[src/rtl/mips_ctrl_pkg.sv]
// Shared control definitions for the MIPS pipeline control blocks.
// Contents:
//   mul_state_e   - multiplier sequencer states (IDLE / BUSY / PEND)
//   REG_ZERO      - architectural zero register address
//   OP_* / FUNCT_ - opcode and funct encodings shared with the decoder
//   is_mul_op()   - helper that recognises the multiply encoding
package mips_ctrl_pkg;

  typedef enum logic [1:0] {
    ST_IDLE = 2'd0,
    ST_BUSY = 2'd1,
    ST_PEND = 2'd2
  } mul_state_e;

  localparam logic [4:0] REG_ZERO  = 5'd0;

  localparam logic [5:0] OP_RTYPE  = 6'h04;
  localparam logic [5:0] FUNCT_MUL = 6'h32;
  localparam logic [5:0] OP_LW     = 6'h05;
  localparam logic [5:0] OP_SW     = 6'h06;

  function automatic logic is_mul_op(input logic [5:0] opcode, input logic [5:0] funct);
    return (opcode == OP_RTYPE) && (funct == FUNCT_MUL);
  endfunction

endpackage

[src/rtl/mul_watchdog.sv]
// Cycle counter that bounds how long a multiply may stay in flight.
// Ports:
//   clk, rst_n  - clock, asynchronous active-low reset
//   clr_i       - restart the count at zero (a new multiply launches)
//   en_i        - count this cycle (multiply in flight, result not back)
//   expire_o    - counting and the count has reached MUL_TIMEOUT-1
module mul_watchdog #(
  parameter int MUL_TIMEOUT = 64,
  localparam int CW = (MUL_TIMEOUT > 1) ? $clog2(MUL_TIMEOUT) : 1
) (
  input  logic clk,
  input  logic rst_n,
  input  logic clr_i,
  input  logic en_i,
  output logic expire_o
);

  logic [CW-1:0] count_q;

  always_ff @(posedge clk or negedge rst_n) begin
    if (!rst_n) begin
      count_q <= '0;
    end else if (clr_i) begin
      count_q <= '0;
    end else if (en_i) begin
      count_q <= count_q + CW'(1);
    end
  end

  // The largest count value is MUL_TIMEOUT-1, which always fits in CW bits.
  assign expire_o = en_i && (count_q == CW'(MUL_TIMEOUT - 1));

endmodule

[src/rtl/mul_issue_ctrl.sv]
// Issue and writeback sequencer for the multi-cycle multiplier.
// Launches one multiply at a time, lets independent instructions issue while
// it runs, stalls decode on hazards against the in-flight destination and
// shares the register-file write port with the normal writeback path.
//
// Handshake: mul_go is a one-cycle launch pulse in the same cycle as id_issue;
// mul_done is a one-cycle pulse from the multiplier, honoured only in BUSY.
// A multiply result is written when wb_mul_we=1; the normal writeback
// (wb_alu_we) always has priority for the shared port.
//
// Ports:
//   clk, rst_n        - clock, asynchronous active-low reset
//   id_valid/id_mul   - instruction present in ID / it is a multiply
//   id_wr_regfile     - ID instruction writes the register file
//   id_rs/id_rt/id_rd - ID source and destination registers
//   wb_alu_we         - normal writeback owns the write port this cycle
//   mul_done          - multiplier result available (pulse)
//   mul_go            - launch multiplier
//   stall             - hold IF/ID, bubble into ID/EX
//   id_issue          - ID instruction accepted
//   wb_mul_we/sel     - write multiplier result / select it in the WB mux
//   wb_mul_addr       - destination of the multiplier write
//   busy              - a multiply is in flight or awaiting writeback
//   timeout_err       - sticky watchdog abort flag
module mul_issue_ctrl
  import mips_ctrl_pkg::*;
#(
  parameter int MUL_TIMEOUT = 64,
  parameter int REG_AW      = 5
) (
  input  logic              clk,
  input  logic              rst_n,
  input  logic              id_valid,
  input  logic              id_mul,
  input  logic              id_wr_regfile,
  input  logic [REG_AW-1:0] id_rs,
  input  logic [REG_AW-1:0] id_rt,
  input  logic [REG_AW-1:0] id_rd,
  input  logic              wb_alu_we,
  input  logic              mul_done,
  output logic              mul_go,
  output logic              stall,
  output logic              id_issue,
  output logic              wb_mul_we,
  output logic              wb_mul_sel,
  output logic [REG_AW-1:0] wb_mul_addr,
  output logic              busy,
  output logic              timeout_err
);

  mul_state_e        state_q;
  logic [REG_AW-1:0] mul_rd_q;
  logic              timeout_err_q;
  logic              wd_expire;

  logic in_flight;
  logic rd_live;
  logic haz_mul;
  logic haz_raw;
  logic haz_waw;
  logic port_free;

  assign in_flight = (state_q != ST_IDLE);
  // A zero destination is never written, so it cannot create a hazard.
  assign rd_live   = (mul_rd_q != REG_AW'(REG_ZERO));

  assign haz_mul = in_flight && id_mul;
  // rt is compared for every format; a false stall is harmless.
  assign haz_raw = in_flight && rd_live && ((id_rs == mul_rd_q) || (id_rt == mul_rd_q));
  assign haz_waw = in_flight && rd_live && id_wr_regfile && (id_rd == mul_rd_q);

  // PEND stalls everything so the pipe drains and frees a write slot.
  assign stall    = id_valid && (haz_mul || haz_raw || haz_waw || (state_q == ST_PEND));
  assign id_issue = id_valid && !stall;
  assign mul_go   = (state_q == ST_IDLE) && id_valid && id_mul;

  assign port_free   = (state_q == ST_PEND) && !wb_alu_we;
  assign wb_mul_we   = port_free && rd_live;
  assign wb_mul_sel  = wb_mul_we;
  assign wb_mul_addr = (state_q == ST_PEND) ? mul_rd_q : '0;
  assign busy        = in_flight;
  assign timeout_err = timeout_err_q;

  mul_watchdog #(
    .MUL_TIMEOUT(MUL_TIMEOUT)
  ) u_watchdog (
    .clk     (clk),
    .rst_n   (rst_n),
    .clr_i   (mul_go),
    .en_i    (state_q == ST_BUSY),
    .expire_o(wd_expire)
  );

  always_ff @(posedge clk or negedge rst_n) begin
    if (!rst_n) begin
      state_q       <= ST_IDLE;
      mul_rd_q      <= '0;
      timeout_err_q <= 1'b0;
    end else begin
      case (state_q)
        ST_IDLE: begin
          if (mul_go) begin
            state_q  <= ST_BUSY;
            mul_rd_q <= id_rd;
          end
        end
        ST_BUSY: begin
          // A done arriving on the expiry cycle still counts as a result.
          if (mul_done) begin
            state_q <= ST_PEND;
          end else if (wd_expire) begin
            state_q       <= ST_IDLE;
            timeout_err_q <= 1'b1;
          end
        end
        ST_PEND: begin
          // Exit on the first free slot, even when the write is suppressed.
          if (port_free) begin
            state_q <= ST_IDLE;
          end
        end
        default: state_q <= ST_IDLE;
      endcase
    end
  end

endmodule

[config.mk]
export PLATFORM = sky130hd
export DESIGN_NAME = mul_issue_ctrl
export DESIGN_NICKNAME = d
export VERILOG_FILES = /design/src/rtl/mips_ctrl_pkg.sv /design/src/rtl/mul_watchdog.sv /design/src/rtl/mul_issue_ctrl.sv
export SDC_FILE = /design/constraint.sdc
export NUM_CORES = 1
export LEC_CHECK = 0
export ABC_AREA = 1
export BUFFER_PORTS_ARGS = -buffer_cell sky130_fd_sc_hd__buf_4
export CAP_MARGIN = 15
export CORE_MARGIN = 2
export CORE_UTILIZATION = 53
export DETAILED_ROUTE_END_ITERATION = 6
export GPL_TIMING_DRIVEN = 0
export PLACE_DENSITY_LB_ADDON = 0.25
export SYNTH_ARGS = -nofsm -noshare
export SYNTH_HDL_FRONTEND = slang
export SYNTH_HIERARCHICAL = 1
export SYNTH_SLANG_ARGS = --single-unit
[constraint.sdc]
create_clock -name clk -period 4.78 [get_ports clk]
set_clock_uncertainty 0.15 [all_clocks]
set_input_delay 0.239 -clock clk [delete_from_list [all_inputs] [get_ports clk]]
set_output_delay 0.239 -clock clk [all_outputs]
set_load 0.01 [all_outputs]
==> summary.txt <==
Timing
  • Total Neg Setup Slack: 0 ps
  • Relative slew slack: 65.6%
  • Final setup violation count: 0
  • Fin crit period: 2040 ps
  • Slew @ Worst Pin: 514 ps
  • RSZ-0062 raised after global routing: false
  • Final period utilization: 42.6%
  • Hold Fails Final Rpt: 0
  • FMAX: 491 MHz
  • Count of pins over their slew limit: 0

Detailed routing
  • Residual DRC: 0
  • Met3 routed WL: 137 um
  • Metal-1 WL: 1130 um
  • Final wirelength: 2690 um
  • Final ANT Viol Nets: 0
  • DR WL/cell: 11.5 um
  • DR top layer: met4
  • 1st-pass router iterations: 4
  • First-iteration detailed-routing DRC count: 40
  • Routed met2 length: 1370 um
  • Vias per Instance: 5.00
  • DR vias: 1171

Power and ir drop
  • P_leak: 0.000829 uW
  • Worst vdd ir: 0.287 mV
  • Cell Pwr Density: 364 nW/um2

Yosys
  • Synth Area in Compound Gates: 7.04%
  • Post-Synth Simple-Gate Area: 40.9%
  • Top cells by area, synth: dfrtp_1 34%, nand2_1 21%, inv_1 11%
  • Asr flop ratio synth: 100%
  • Largest family of logic cells by synthesized area: simple AND/OR/NAND/NOR gates
  • Post-synth top area share: 34.0%
  • Mapped Cells: 170
  • Xor/xnor share of the synthesized area: 2.55%
  • Distinct cells, synth: 20
  • Proportion of synthesized area in mux cells: 0%
  • Flops & latches, synth: 14
  • Number of flops mapped to enable cells by yosys: 0
  • Commonest cells post-synth: 57 x nand2_1, 30 x inv_1, 24 x nor2_1
  • Mapped Nets: 193
  • Adder-cell share of the synthesized area: 1.21%
  • Sequential share of the synthesized area: 34.0%
  • Top cell type by total area after synthesis: dfrtp_1
  • Mapped cell area: 1030 um2
  • Main synth FF type: dfrtp_1
  • Post-Syn Area per Cell: 6.06 um2
  • Most numerous cell in the Yosys netlist: nand2_1
  • Warnings from Yosys: 6

Clocking
  • TritonCTS clock tree: yes
  • CTS clk-pin slew, worst paths: 100 ps
  • Max clock buf depth: 2
  • H-tree Lvls: 1
  • Num CTS Buffers: 3
  • Root Driver: clkbuf_4
  • Clk_lat worst skew: 290 ps
  • Sink Count: 14

Global route
  • Vias in the first global route: 1079
  • Remaining Overflow, GRT: 0
  • Total track usage: 26.3%
  • Largest net degree at the start of global routing: 15
  • Initial antenna violation count: 0
  • First-pass GRT wire length: 4150 um

Worst setup path
  • Startpoint class of the critical path: flop
  • Required @ worst endpoint: 4390 ps
  • WS Path Type: reg2out
  • Data arrival time of the worst path: 1650 ps
  • Reg2Reg Depth: 10
  • Crit. End Element: output port
  • CP max FO: 7

Floorplan
  • # IOs: 34
  • Die Area: 2310 um2
  • Die extent in x: 48.1 um
  • Die Y: 48.1 um
  • FP Rows: 15
  • Core area: 1780 um2
  • Initial Utilization: 57.8%

Finish
  • Final core occ: 76.6%
  • N_diodes: 0
  • Area growth, synth to finish: 32.5%
  • Final net count: 233
  • Layout cells sized above 1: 24.4%

Place
  • Port buffer count: 33
  • GPL Wtd Cong: 0.879
  • Dpl hpwl: 2100 um

Hold path
  • Hold path depth: 3
  • HP Class: in2reg

Status
  • Outcome: completed

Run
  • Max-Cap Viols: 0
logic make-up after synthesis:
kind of cell	Yosys count
buffers and inverters	38
adder cells (fa/ha/maj)	1
flip-flops	14
XOR/XNOR	3
AND/OR/NAND/NOR	101
AO/OA/AOI/OAI	13
final cells by class:
| class | count | area, um2 |
|---|---|---|
| plain buffers | 2 | 12.5 |
| clock buffers | 4 | 36.3 |
| fillers | 135 | 417 |
| inverters | 36 | 135 |
| multi-input cells | 118 | 533 |
| flip-flops and latches | 14 | 350 |
| well taps | 25 | 31.3 |
| repair buffers | 35 | 268 |
registers in the layout (all words and copies together), names as in the netlist:
signal	flops
u_watchdog/count_q	6
state_q	2
mul_rd_q	5
timeout_err	1
power by group:
group,leakage [uW],switching [uW],internal [uW]
Sequential,0.000183,44.0,147
Clock,0.0000210,42.8,46.4
Combinational,0.000624,126,90.7
layer usage:
metal | vias to the layer above | global-route usage, %
li1 | 593 | -
met1 | 524 | 28.3
met2 | 44 | 47.2
met3 | 10 | 5.93
met4 | 0 | 14.6
met5 | - | 0
final timing paths:
check                                        start                                end  slack, ps
max in group asynchronous                    rst_n            mul_rd_q[2]$_DFFE_PN0P_       4120
max                        mul_rd_q[0]$_DFFE_PN0P_                              stall       2740
max reg2reg                 state_q[1]$_DFFE_PN0P_  u_watchdog/count_q[5]$_DFFE_PN0P_       2930
min reg2reg                timeout_err$_DFFE_PN0P_            timeout_err$_DFFE_PN0P_        320
min in group asynchronous                    rst_n            mul_rd_q[0]$_DFFE_PN0P_        180
min                                       id_rd[1]            mul_rd_q[1]$_DFFE_PN0P_         70
through the flow:
step	power, uW	cell area [um2]	setup WS (ps)	std cells	hold slack (ps)
floorplan	329	1030	3120	170	-207
global placement	392	1310	3020	228	-52.3
detailed placement	404	1310	2960	228	-47.9
CTS	496	1370	2760	234	72.4
global route	536	1370	2610	234	76.5
finish	497	1370	2740	234	71.3
critical path: stages, from the launching register on:
cell and delay, ps:
dfrtp_1 480, inv_2 70, nand2_1 60, nand2_1 70, nor2_1 120, nand3_1 120
nor2_2 110, nor2_2 40, a21oi_1 140, buf_4 140
cells in the final DEF (no fill, tap or decap):
master,Yosys,final
o41ai_1,1,1
buf_2,1,1
nor2_2,3,3
buf_4,1,34
nor2_1,24,24
dfrtp_1,14,14
nor3_1,2,2
clkbuf_4,0,3
o21ai_0,2,2
inv_1,30,30
a31o_2,1,1
xnor2_1,3,3
nand3_1,11,11
inv_2,6,6
a21oi_1,3,3
ha_1,1,1
nand3_2,1,1
nand4_1,2,2
dlygate4sd3_1,0,2
nor2_4,1,1
nand2_1,57,57
clkbuf_8,0,1
o21ai_1,6,6
timing repair:
action                     CTS  global route
hold buffers                 2             0
hold endpoints to repair    15             0
gates resized for setup      0             0
setup endpoints to repair    0             0
buffers inserted             0             0
No activity file was read; power rests on OpenSTA's default activity.
